`src/rtl/pio_exec_ctrl.sv`:
```
// pio_exec_ctrl: PIO execution controller evaluating JMP/WAIT and sequencing instruction delays
module pio_exec_ctrl #(
  parameter int ADDR_W = 5,
  parameter int DATA_W = 32
) (
  input  logic              clk,
  input  logic              reset,
  input  logic              penable,
  input  logic              imm,
  input  logic [15:0]       instr,
  input  logic [2:0]        sideset_bits,
  input  logic [DATA_W-1:0] x,
  input  logic [DATA_W-1:0] y,
  input  logic              jmp_pin,
  input  logic              osre,
  input  logic              wait_ok,
  output logic              jmp,
  output logic [ADDR_W-1:0] jmp_target,
  output logic              stalled,
  output logic              dec_x,
  output logic              dec_y,
  output logic              delaying,
  output logic [4:0]        delay_cnt
);
  typedef enum logic {EXEC, DELAY} state_t;
  state_t state, state_n;
  logic [4:0] cnt, cnt_n, d;
  logic [2:0] op, cond, ss;
  logic adv, ex, hold, cond_true, jmp_go;
  assign op = instr[15:13];
  assign cond = instr[7:5];
  assign ss = sideset_bits > 3'd5 ? 3'd5 : sideset_bits;
  assign d = instr[12:8] & (5'h1F >> ss);
  assign adv = penable | imm;
  // a forced instruction pre-empts any pending delay and is evaluated as if in EXEC
  assign ex = state == EXEC || imm;
  assign hold = ex && op == 3'b001 && !wait_ok;
  assign cond_true = cond == 3'd0 ? 1'b1 :
                     cond == 3'd1 ? x == '0 :
                     cond == 3'd2 ? x != '0 :
                     cond == 3'd3 ? y == '0 :
                     cond == 3'd4 ? y != '0 :
                     cond == 3'd5 ? x != y :
                     cond == 3'd6 ? jmp_pin : !osre;
  assign jmp_go = !reset && adv && ex && op == 3'b000;
  assign jmp = jmp_go && cond_true;
  assign dec_x = jmp_go && cond == 3'd2;
  assign dec_y = jmp_go && cond == 3'd4;
  assign jmp_target = instr[ADDR_W-1:0];
  assign stalled = !reset && (ex ? hold : 1'b1);
  assign delaying = !reset && state == DELAY;
  assign delay_cnt = reset ? 5'd0 : cnt;
  // next state: load delay on completion, count down in DELAY, freeze when not advancing
  always_comb begin
    state_n = !adv ? state : ex ? (hold || d == '0 ? EXEC : DELAY) : (cnt == 5'd1 ? EXEC : DELAY);
    cnt_n = !adv ? cnt : ex ? (hold ? 5'd0 : d) : cnt - 5'd1;
  end
  // state and delay counter registers
  always_ff @(posedge clk) begin
    if (reset) begin
      state <= EXEC;
      cnt <= '0;
    end else begin
      state <= state_n;
      cnt <= cnt_n;
    end
  end
endmodule

```
`config.mk`:
```
export PLATFORM = sky130hd
export DESIGN_NAME = pio_exec_ctrl
export DESIGN_NICKNAME = d
export VERILOG_FILES = /design/src/rtl/pio_exec_ctrl.sv
export SDC_FILE = /design/constraint.sdc
export NUM_CORES = 1
export LEC_CHECK = 0
export CAP_MARGIN = 20
export CORE_ASPECT_RATIO = 0.8
export CORE_MARGIN = 3
export CORE_UTILIZATION = 31
export DETAILED_ROUTE_END_ITERATION = 16
export GPL_TIMING_DRIVEN = 0
export PLACE_DENSITY = 0.89
export SYNTH_ARGS = -nofsm -noshare
export SYNTH_HDL_FRONTEND = slang
export SYNTH_SLANG_ARGS = --single-unit
```
`constraint.sdc`:
```
create_clock -name clk -period 2.05 [get_ports clk]
set_input_delay 0.3075 -clock clk [delete_from_list [all_inputs] [get_ports clk]]
set_output_delay 0.3075 -clock clk [all_outputs]
set_load 0.01 [all_outputs]
```
==> results of run 1 <==
-- per-stage QoR --
stage               hold WS (ps)  total power [uW]  util (%)  cell area (um^2)
floorplan                    472               291         -              1110
global placement             502               539      66.3              2150
detailed placement           513               547      66.3              2150
CTS                          536               703      67.9              2200
global route                 578               758      67.6              2190
finish                       538               717      67.6              2190
-- where the power goes --
part           total, uW  internal, uW  leakage [uW]  switching, uW
sequential           138           127     0.0000495           10.3
combinational        397           217      0.000792            179
clock                183           127     0.0000216           56.4
total                717           471      0.000863            246
-- what timing repair did --
action | in CTS | in global routing
endpoints found under the setup margin | 8 | 7
pin swaps | 31 | 24
hold buffers | 0 | 0
gates resized for setup | 138 | 76
setup buffers | 1 | 0
-- flip-flops by register name (all words and copies together), names as in the netlist --
register and cells:
cnt 5, state 1
-- routing by layer --
| layer | global-route usage, % | vias to the layer above | wire [um] |
|---|---|---|---|
| met2 | 39.8 | 76 | 2540 |
| li1 | - | 777 | - |
| met3 | 4.58 | 11 | 401 |
| met1 | 29.1 | 730 | 2050 |
| met4 | 5.00 | 0 | 74 |
| met5 | 0 | - | 0 |
-- cell type report --
| class | instances | area (um^2) |
|---|---|---|
| multi-input combinational | 134 | 1060 |
| fill | 279 | 1050 |
| timing repair buffer | 100 | 840 |
| sequential | 6 | 120 |
| buffer | 7 | 52.6 |
| tap | 40 | 50.0 |
| clock buffer | 3 | 41.3 |
| inverter | 7 | 26.3 |
-- synthesized netlist by cell type, types with 2 or more instances --
| library cell | number | area share, % |
|---|---|---|
| sky130_fd_sc_hd__nor2_1 | 14 | 4.7 |
| sky130_fd_sc_hd__buf_4 | 6 | 4.1 |
| sky130_fd_sc_hd__nor4b_1 | 2 | 1.6 |
| sky130_fd_sc_hd__dfxtp_1 | 6 | 11 |
| sky130_fd_sc_hd__nand3_1 | 3 | 1.4 |
| sky130_fd_sc_hd__nor3_1 | 5 | 2.3 |
| sky130_fd_sc_hd__a211oi_1 | 3 | 2.0 |
| sky130_fd_sc_hd__inv_1 | 7 | 2.4 |
| sky130_fd_sc_hd__nand2_1 | 13 | 4.4 |
| sky130_fd_sc_hd__a21oi_1 | 7 | 3.2 |
| sky130_fd_sc_hd__clkbuf_1 | 2 | 0.68 |
| sky130_fd_sc_hd__nand4_1 | 7 | 4.0 |
| sky130_fd_sc_hd__xnor2_1 | 30 | 24 |
| sky130_fd_sc_hd__nor4_1 | 20 | 11 |
| sky130_fd_sc_hd__o21ai_0 | 6 | 2.7 |
| sky130_fd_sc_hd__nor2b_1 | 4 | 2.3 |
| sky130_fd_sc_hd__ha_1 | 2 | 2.3 |
| sky130_fd_sc_hd__xor2_1 | 3 | 2.4 |
-- worst paths after layout --
| path | from | end | slack [ps] | depth (start not counted) |
|---|---|---|---|---|
| worst max-delay path | x[22] | jmp | -30 | 8 |
| worst min-delay path | cnt[4] | cnt[4] | 540 | 2 |
| worst max register to register | state | cnt[2] | 450 | 8 |
| worst min register to register | cnt[4] | cnt[4] | 540 | 2 |
-- cells in the final DEF (no fill, tap or decap), types with 2 or more instances in the layout --
cell type                         Yosys  routed
sky130_fd_sc_hd__dfxtp_1              6       6
sky130_fd_sc_hd__buf_2                0       9
sky130_fd_sc_hd__clkbuf_2             0      23
sky130_fd_sc_hd__nor4_4               0       6
sky130_fd_sc_hd__clkdlybuf4s15_1      0      16
sky130_fd_sc_hd__clkdlybuf4s50_1      0      28
sky130_fd_sc_hd__nor4b_1              2       2
sky130_fd_sc_hd__nor2b_1              4       4
sky130_fd_sc_hd__xor2_1               3       3
sky130_fd_sc_hd__nor3_1               5       5
sky130_fd_sc_hd__buf_6                0       3
sky130_fd_sc_hd__dlygate4sd2_1        0      14
sky130_fd_sc_hd__dlymetal6s2s_1       0       3
sky130_fd_sc_hd__a211oi_1             3       3
sky130_fd_sc_hd__nand2_1             13      13
sky130_fd_sc_hd__inv_1                7       7
sky130_fd_sc_hd__o21ai_0              6       6
sky130_fd_sc_hd__a21oi_1              7       7
sky130_fd_sc_hd__ha_1                 2       2
sky130_fd_sc_hd__nor4_1              20       4
sky130_fd_sc_hd__clkdlybuf4s15_2      0       2
sky130_fd_sc_hd__buf_4                6       8
sky130_fd_sc_hd__xnor2_1             30      30
sky130_fd_sc_hd__nor4_2               1      11
sky130_fd_sc_hd__clkbuf_8             0       3
sky130_fd_sc_hd__nand3_1              3       3
sky130_fd_sc_hd__nand4_1              7       7
sky130_fd_sc_hd__nor2_1              14      14
-- worst max-delay path, stage by stage --
cell and delay [ps]:
sky130_fd_sc_hd__dlygate4sd2_1 260, sky130_fd_sc_hd__nor4_1 170, sky130_fd_sc_hd__nand2_1 120, sky130_fd_sc_hd__nor4_2 290, sky130_fd_sc_hd__mux2i_1 250, sky130_fd_sc_hd__a211oi_2 90, sky130_fd_sc_hd__a21oi_1 140, sky130_fd_sc_hd__buf_2 160
-- logic make-up after synthesis --
kind of cell | after synthesis | share of synthesized area, %
compound gates | 23 | 15.4
xor+xnor | 33 | 26.1
fa+ha+maj | 2 | 2.26
buf+inv | 15 | 7.11
flops | 6 | 10.8
mux | 1 | 0.903
simple gates | 75 | 37.5
==> impl_metrics.xml, run 1 <==
<?xml version="1.0" encoding="UTF-8"?>
<metrics>
  <group name="global_route">
    <metric name="wire_length_of_the_first_global_routing_pass" unit="mm">7.51</metric>
    <metric name="grt_max_degree" unit="">11</metric>
    <metric name="antenna_found_initial" unit="">0</metric>
    <metric name="gr-total-overflow" unit="">0</metric>
    <metric name="vias_in_the_first_global_route" unit="">1572</metric>
    <metric name="grt_util_all_layers" unit="%">22.9</metric>
  </group>
  <group name="critical_path">
    <metric name="setup.worst_path.start_class" unit="">input port</metric>
    <metric name="criticalPathCategory" unit="">in -&gt; out</metric>
    <metric name="crit_arrival" unit="ps">1770</metric>
    <metric name="kind_of_end_point_of_the_critical_path" unit="">output port</metric>
    <metric name="crit_path_max_fanout" unit="">2</metric>
    <metric name="required" unit="ps">1740</metric>
  </group>
  <group name="cts">
    <metric name="cts-root-to-sink-buffers" unit="">2</metric>
    <metric name="insertion_delay" unit="ps">230</metric>
    <metric name="clock-root-buffer" unit="">sky130_fd_sc_hd__clkbuf_8</metric>
    <metric name="clk_pin_slew_worst_paths" unit="ps">40</metric>
    <metric name="cts-buffers-inserted" unit="">3</metric>
    <metric name="tritoncts" unit="">yes</metric>
    <metric name="clock_tree.htree_level_count" unit="">1</metric>
    <metric name="clock_sinks" unit="">6</metric>
  </group>
  <group name="finish">
    <metric name="final_cell_count_no_fill" unit="">297</metric>
    <metric name="num-nets-final" unit="">351</metric>
    <metric name="area_growth" unit="%">97.9</metric>
    <metric name="layout-drive-gt1-share" unit="%">27.6</metric>
    <metric name="antenna_cells_inserted" unit="">0</metric>
  </group>
  <group name="logic_synthesis">
    <metric name="ys_seq_elements" unit="">6</metric>
    <metric name="postSynthCellCount" unit="">155</metric>
    <metric name="syn-num-nets" unit="">247</metric>
    <metric name="fraction_of_the_yosys_area_taken_by_sequential_cells" unit="%">10.8</metric>
    <metric name="post_synth.cell_area_avg" unit="um^2">7.15</metric>
    <metric name="netlist_area" unit="mm^2">0.00111</metric>
    <metric name="asyncSetResetFlopFracSynth" unit="%">0</metric>
    <metric name="synth-edff-count" unit="">0</metric>
    <metric name="ys.flop_type" unit="">sky130_fd_sc_hd__dfxtp_1</metric>
    <metric name="yosysWarnings" unit="">0</metric>
    <metric name="synth.distinct_cells" unit="">33</metric>
  </group>
  <group name="detailed_routing">
    <metric name="via_per_inst" unit="">5.37</metric>
    <metric name="routedWlPerCell" unit="um">17.0</metric>
    <metric name="drc" unit="">0</metric>
    <metric name="dr_total_vias" unit="">1594</metric>
    <metric name="detailedRoute.firstPassIterationCount" unit="">4</metric>
    <metric name="wl" unit="mm">5.06</metric>
    <metric name="drt-initial-drc-count" unit="">107</metric>
    <metric name="post_detailed_route_count_of_antenna_violating_nets" unit="">0</metric>
  </group>
  <group name="die">
    <metric name="placeableCoreArea" unit="mm^2">0.00324</metric>
    <metric name="design.portCount" unit="">105</metric>
    <metric name="die_area" unit="mm^2">0.00433</metric>
    <metric name="height_of_the_die" unit="um">59.5</metric>
    <metric name="floorplan.initialDensity" unit="%">34.2</metric>
    <metric name="fp-row-count" unit="">18</metric>
    <metric name="dieWidth" unit="um">72.9</metric>
  </group>
  <group name="placement">
    <metric name="pre_cts_ws" unit="ps">-903</metric>
    <metric name="dpl_hpwl" unit="mm">4.06</metric>
    <metric name="io_buffers" unit="">99</metric>
    <metric name="numPlacedInstances" unit="">294</metric>
    <metric name="place.gp.congestion" unit="">0.880</metric>
  </group>
  <group name="outcome">
    <metric name="status" unit="">finished, violations left</metric>
    <metric name="violations_in_the_final_reports" unit="">setup timing</metric>
  </group>
  <group name="timing">
    <metric name="post-route-period-util" unit="%">102</metric>
    <metric name="setup_slack" unit="ps">-32.1</metric>
    <metric name="report.final.hold_viol_count" unit="">0</metric>
    <metric name="timing.max_slew.rel_slack" unit="%">72.0</metric>
    <metric name="fin_setup_tns" unit="ps">-32.1</metric>
    <metric name="finalSetupViolations" unit="">1</metric>
    <metric name="rsz_0062_raised_after_global_routing" unit="">true</metric>
    <metric name="maxSlewViolCount" unit="">0</metric>
    <metric name="finalWorstPathRequiredPeriod" unit="ps">2080</metric>
    <metric name="maximum_clock_rate" unit="GHz">0.480</metric>
    <metric name="slew_at_the_pin_closest_to_its_max_slew_limit" unit="ps">418</metric>
    <metric name="clock-skew-final" unit="ps">0.353</metric>
  </group>
  <group name="pwr">
    <metric name="total_leakage_power" unit="uW">0.000863</metric>
    <metric name="power_density" unit="mW/mm^2">327</metric>
    <metric name="vdd_drop_max" unit="V">0.000230</metric>
  </group>
  <group name="flow_run">
    <metric name="cap_viol_max_count" unit="">0</metric>
  </group>
  <group name="worst_hold_path">
    <metric name="hold_path.class" unit="">reg -&gt; reg</metric>
  </group>
</metrics>
Power figures use the tool's default switching activity.
==> run 2: changes to the inputs <==
CTS_BUF_LIST = sky130_fd_sc_hd__clkbuf_8   (was unset)
==> results of run 2 <==
Final layout, timing and power as in run 1 (identical DEF).
